File: config.mk
export PLATFORM = sky130hd
export DESIGN_NAME = sme_loader
export DESIGN_NICKNAME = d
export VERILOG_FILES = /design/src/rtl/sme_loader.sv
export SDC_FILE = /design/constraint.sdc
export NUM_CORES = 1
export LEC_CHECK = 0
export CAP_MARGIN = 10
export CORE_MARGIN = 5
export CORE_UTILIZATION = 46
export CTS_BUF_LIST = sky130_fd_sc_hd__clkbuf_8 sky130_fd_sc_hd__clkbuf_16
export DETAILED_ROUTE_END_ITERATION = 8
export HOLD_SLACK_MARGIN = 0.05
export PLACE_DENSITY = 0.75
export SYNTH_ARGS = -nofsm -noshare
export SYNTH_HDL_FRONTEND = slang
export SYNTH_SLANG_ARGS = --single-unit
File: constraint.sdc
create_clock -name clk -period 5.15 [get_ports clk]
set_clock_uncertainty 0.1 [all_clocks]
set_input_delay 1.2875 -clock clk [delete_from_list [all_inputs] [get_ports clk]]
set_output_delay 1.2875 -clock clk [all_outputs]
set_load 0.01 [all_outputs]
File: src/rtl/sme_loader.sv
// sme_loader: front-end capture stage of the String Machine Engine.
// Serially captures string and pattern characters and packs them into the
// flat buses consumed by the comparator, then holds the comparator in COMP
// until it signals ready or a watchdog expires.
//
// Ports:
//   clk        - clock, rising edge
//   reset      - asynchronous active-low reset
//   chardata   - ASCII character, sampled when isstring or ispattern is high
//   isstring   - chardata is a string character (wins over ispattern)
//   ispattern  - chardata is a pattern character
//   comp_ready - comparator result-valid pulse
//   str_reg_w  - packed string, byte 33 and the byte after the last char are 0x20
//   pat_reg_w  - packed pattern, first char in byte PAT_MAX-1
//   str_len    - stored string length (saturating)
//   pat_len    - stored pattern length (saturating)
//   c_state    - FSM state: 0 IDLE, 1 STR, 2 PAT, 3 COMP
//   ovf        - sticky, a char was dropped since the last string/pattern start
//   timeout    - one-cycle pulse when COMP is abandoned by the watchdog
module sme_loader #(
    parameter int STR_MAX = 32,
    parameter int PAT_MAX = 10,
    parameter int TIMEOUT = 127
) (
    input  logic                      clk,
    input  logic                      reset,
    input  logic [7:0]                chardata,
    input  logic                      isstring,
    input  logic                      ispattern,
    input  logic                      comp_ready,
    output logic [8*(STR_MAX+2)-1:0]  str_reg_w,
    output logic [8*PAT_MAX-1:0]      pat_reg_w,
    output logic [5:0]                str_len,
    output logic [3:0]                pat_len,
    output logic [2:0]                c_state,
    output logic                      ovf,
    output logic                      timeout
);

    localparam logic [2:0] IDLE = 3'd0;
    localparam logic [2:0] STR  = 3'd1;
    localparam logic [2:0] PAT  = 3'd2;
    localparam logic [2:0] COMP = 3'd3;

    localparam logic [7:0] SPACE = 8'h20;
    // Empty string: leading sentinel plus the trailing sentinel in byte STR_MAX.
    localparam logic [8*(STR_MAX+2)-1:0] STR_RST = {SPACE, SPACE, {(8*STR_MAX){1'b0}}};

    logic [2:0] next_state;
    logic [6:0] wd_cnt;
    logic       wd_last;

    logic str_start, str_append, pat_start, pat_append, comp_enter, wd_expire;

    logic [8*(STR_MAX+2)-1:0] str_nxt;
    logic [8*PAT_MAX-1:0]     pat_nxt;
    logic [5:0]               str_len_nxt;
    logic [3:0]               pat_len_nxt;
    logic                     ovf_nxt;
    logic [6:0]               wd_nxt;
    int                       str_k;
    int                       pat_k;

    assign wd_last = (wd_cnt == 7'(TIMEOUT - 1));

    // State register
    always_ff @(posedge clk or negedge reset) begin
        if (!reset) begin
            c_state <= IDLE;
        end else begin
            c_state <= next_state;
        end
    end

    // Next-state logic; isstring has priority over ispattern everywhere.
    always_comb begin
        next_state = c_state;
        case (c_state)
            IDLE: begin
                if (isstring)       next_state = STR;
                else if (ispattern) next_state = PAT;
            end
            STR: begin
                if (isstring)       next_state = STR;
                else if (ispattern) next_state = PAT;
                else                next_state = IDLE;
            end
            PAT: begin
                if (!(ispattern && !isstring)) next_state = COMP;
            end
            COMP: begin
                if (comp_ready || wd_last) next_state = IDLE;
            end
            default: next_state = IDLE;
        endcase
    end

    // Output decode: datapath strobes derived from state and inputs.
    always_comb begin
        str_start  = (c_state == IDLE) && isstring;
        str_append = (c_state == STR) && isstring;
        pat_start  = ((c_state == IDLE) || (c_state == STR)) && !isstring && ispattern;
        pat_append = (c_state == PAT) && ispattern && !isstring;
        comp_enter = (c_state == PAT) && !(ispattern && !isstring);
        // comp_ready wins over an expiring watchdog.
        wd_expire  = (c_state == COMP) && !comp_ready && wd_last;
    end

    // Datapath next values; nothing here changes while in COMP except the watchdog.
    always_comb begin
        str_nxt     = str_reg_w;
        pat_nxt     = pat_reg_w;
        str_len_nxt = str_len;
        pat_len_nxt = pat_len;
        ovf_nxt     = ovf;
        wd_nxt      = wd_cnt;
        str_k       = int'(str_len);
        pat_k       = int'(pat_len);

        if (str_start) begin
            str_nxt                        = STR_RST;
            str_nxt[8*STR_MAX +: 8]        = chardata;
            str_nxt[8*(STR_MAX-1) +: 8]    = SPACE;
            str_len_nxt                    = 6'd1;
            ovf_nxt                        = 1'b0;
        end else if (str_append) begin
            if (str_k < STR_MAX) begin
                str_nxt[8*(STR_MAX-str_k) +: 8] = chardata;
                // Trailing sentinel moves one byte down behind the new char.
                if (str_k < STR_MAX - 1 || str_k == STR_MAX - 1)
                    str_nxt[8*(STR_MAX-1-str_k) +: 8] = SPACE;
                str_len_nxt = str_len + 6'd1;
            end else begin
                ovf_nxt = 1'b1;
            end
        end

        if (pat_start) begin
            pat_nxt                      = '0;
            pat_nxt[8*(PAT_MAX-1) +: 8]  = chardata;
            pat_len_nxt                  = 4'd1;
            ovf_nxt                      = 1'b0;
        end else if (pat_append) begin
            if (pat_k < PAT_MAX) begin
                pat_nxt[8*(PAT_MAX-1-pat_k) +: 8] = chardata;
                pat_len_nxt = pat_len + 4'd1;
            end else begin
                ovf_nxt = 1'b1;
            end
        end

        if (comp_enter)
            wd_nxt = 7'd0;
        else if (c_state == COMP)
            wd_nxt = wd_cnt + 7'd1;
    end

    // Datapath registers
    always_ff @(posedge clk or negedge reset) begin
        if (!reset) begin
            str_reg_w <= STR_RST;
            pat_reg_w <= '0;
            str_len   <= 6'd0;
            pat_len   <= 4'd0;
            ovf       <= 1'b0;
            timeout   <= 1'b0;
            wd_cnt    <= 7'd0;
        end else begin
            str_reg_w <= str_nxt;
            pat_reg_w <= pat_nxt;
            str_len   <= str_len_nxt;
            pat_len   <= pat_len_nxt;
            ovf       <= ovf_nxt;
            timeout   <= wd_expire;
            wd_cnt    <= wd_nxt;
        end
    end

endmodule
==> results.md <==
* Status: complete, no violations
* Final setup fails at 0
* Switching share of power at 0.4176
* Final WL at 58.69 mm
* Largest net degree at the start of global routing at 130
* Layout cells sized above 1 at 0.1097
* Synthesis Warnings at 0
* Period utilization at 0.9729
* Worst hold slack at approximately 0.37 ns
* TritonCTS clock tree: yes
* Hold Vio Cnt, Final at 0
* Initial antenna violation count at 0
* Seq/Total Area, Yosys at 0.5432
* Class of the worst hold path: reg2reg
* Number of synthesized flops with an enable pin at 0
* # rows at 70
* Clk buf depth at 3
* Clk pwr share at 0.239
* Initial drt markers at between 1k and 1.5k
* Count of cell types in the netlist at 79
* Overflow after GRT at 0
* Clock Root Buffer: clkbuf_16
* Mapped cell area at about 17000 sq um
* CTS buffer count at 39
* Synthesized flop and latch total at 373
* Die height at 203.3 microns
* Min Tclk post-route at 5.010 ns
* Critical path data arrival time at 5.27 ns
* Crit path launch type: register
* P_leak at 9.945 nW
* Final core utilization at 0.6320
* Skew-Pair Late Insertion Delay at 0.53 ns
* Pins over their slew limit at 0
* Synth area leaders: dfrtp_1 (54%), a22o_1 (6.5%), o22ai_1 (3.1%)
* Gr usage total at 0.2737
* Post-Place Cells at 2373
* Via count at 14.88k
* Number of global-route vias before repair at between 10k and 15k
* CORE AREA at 36790 sq um
* Seq pwr share at 0.296
* Most frequent cell after synthesis: dfrtp_1
* CTS sink count at 373
* Min-Delay Path Depth at 2
* Crit Path Max Fanout at 17
* H-tree depth at 2
* Worst IR Drop VDD at between 0.4 and 0.5 mV
* Final antenna-violating net count at 0
* Clock transition at the registers of the reported paths at around 0.06 ns
* P&R area growth vs syn at 35.25%
* RePlAce Congestion at 0.9337
* Antenna cell count at 0
* Synth top area share at 0.5401
* Synth Flop Type: dfrtp_1
* Final net count at roughly 2k
* Routed len/inst at around 24 microns
* Ys async rst share at 1.000
* Net switching power at 0.005278 W
* Crit. End Element: register
* Int Power at 0.007362 W
* Required time of the worst setup path at 5.41 ns
* Final WS setup at 0.1395 ns
* Pwr dens at 543.7 nW/um^2
* Die area at 41330 sq um
* Syn Nets at between 1.5k and 2k
* Non-filler cells in the finished layout at 2447
* Fmax at 199.6 MHz
* Post-synth top cells: dfrtp_1 (371), inv_1 (128), a22o_1 (127), nand2_1 (127), o22ai_1 (85)
* Cell taking the most area after synthesis: dfrtp_1
* Rel. slew slack at 0.1921
* Max_cap viols at 0
* Io pins at 380
* Remaining DRCs at 0
* Vias per cell at around 6.1
* Post-Place Worst Slack at 0.1004 ns
* Die X at a little over 200 microns
* Placed wire-length estimate at 42.05 mm
* Combinational power share at 0.465
* TritonRoute pass-1 iters at 5
* Starting Density at 0.4673
* Actual slew at the worst max-slew pin at 1.206 ns
* CTS Hold Bufs at 0
* First-pass GRT wire length at 89.71 mm
* Setup CP Type: reg2reg
* Mapped Cells at 1550
* Syn avg cell area at 11.09 sq um
* IO Port Bufs at 378
* Number of cells on the worst reg-to-reg path at 14
## power groups by stage
stage / registers (W) / clock network, W / logic (W)
2_1_floorplan: 0.00389 / 0 / 0.00330
3_3_place_gp: 0.00377 / 0 / 0.00562
3_5_place_dp: 0.00378 / 0 / 0.00574
4_1_cts: 0.00374 / 0.00306 / 0.00577
5_1_grt: 0.00379 / 0.00318 / 0.00624
6_report: 0.00374 / 0.00302 / 0.00588
## per-layer routing
metal / global-route usage / vias to the layer above / share of wire
met5: 0 / - / 0
met4: 0.1038 / 0 / 0.042
met3: 0.04882 / 151 / 0.079
met2: 0.4442 / 734 / 0.48
met1: 0.3703 / 7449 / 0.40
li1: - / 6545 / -
## what timing repair did
action                                  in CTS  in global routing
endpoints found under the setup margin       0                146
gates resized for setup                      0                  4
buffers inserted                             0                  2
## cell usage in the layout, fill, tap and decap left out, drive strengths merged, types with 22 or more instances in the layout
master         count
nor2              45
o21ai             82
nand3             46
a21oi             22
nor3              27
inv              138
o22ai             86
mux2i             42
buf               81
clkbuf            49
ha                28
dfrtp            371
a22o             127
nand2            127
clkdlybuf4s50    377
## layout make-up
| cell class | instances | area (sq um) |
|---|---|---|
| clock buffers | 49 | 1136 |
| clock inverters | 22 | 259.0 |
| fillers | 2906 | 13540 |
| inverters | 130 | 488.0 |
| multi-input cells | 947 | 6995 |
| flip-flops and latches | 373 | 9336 |
| well taps | 468 | 585.6 |
| repair buffers | 458 | 4447 |
## worst max-delay path, stage by stage (launching register included)
cell	delay, ns
dfrtp_1	0.38
inv_1	0.16
ha_1	0.28
or3_1	0.37
or2_1	0.33
a211oi_4	0.27
buf_4	0.17
ha_1	0.24
or4bb_1	0.50
a211o_1	0.31
or3_2	0.42
buf_4	0.26
a2111o_1	0.56
a31o_2	0.35
o2bb2ai_1	0.14
## cells by family (layout without fill, tap and decap cells)
| logic type | Yosys count | after routing | synth area share |
|---|---|---|---|
| DFF | 373 | 373 | 0.5432 |
| other | 1 | 1 | 0.0002182 |
| and+or+nand+nor | 362 | 362 | 0.1082 |
| buffers and inverters | 230 | 659 | 0.05547 |
| xor gates and xnor gates | 14 | 14 | 0.007134 |
| muxes | 44 | 44 | 0.02577 |
| adders and majority gates | 28 | 28 | 0.02038 |
| AOI/OAI and AO/OA | 498 | 498 | 0.2397 |
## path summary, 6_finish.rpt
check	startpoint	to	slack [ns]
min in group asynchronous	reset	pat_reg_w[43]$_DFFE_PN0P_	0.79
worst max register to register	str_len[0]$_DFFE_PN0P_	str_reg_w[19]$_DFFE_PN0P_	0.14
max in group asynchronous	reset	str_reg_w[269]$_DFFE_PN1P_	3.01
worst min-delay path	str_reg_w[261]$_DFFE_PN1P_	str_reg_w[261]$_DFFE_PN1P_	0.37
worst max-delay path	str_len[0]$_DFFE_PN0P_	str_reg_w[19]$_DFFE_PN0P_	0.14
worst min register to register	str_reg_w[261]$_DFFE_PN1P_	str_reg_w[261]$_DFFE_PN1P_	0.37
## sequential cells by signal (all words and copies together), names as in the netlist
signal and cells:
str_len 6, c_state 2, timeout 1, wd_cnt 7, str_reg_w 272, pat_len 4
ovf 1, pat_reg_w 80
## stage by stage
step	power (W)	setup TNS (ns)	cell area, sq um
2_1_floorplan	0.007187	0	17200
3_3_place_gp	0.009394	0	21810
3_5_place_dp	0.009523	0	21810
4_1_cts	0.01257	0	23200
5_1_grt	0.01320	-0.01361	23250
6_report	0.01264	0	23250
No activity file was read; power rests on OpenSTA's default activity.
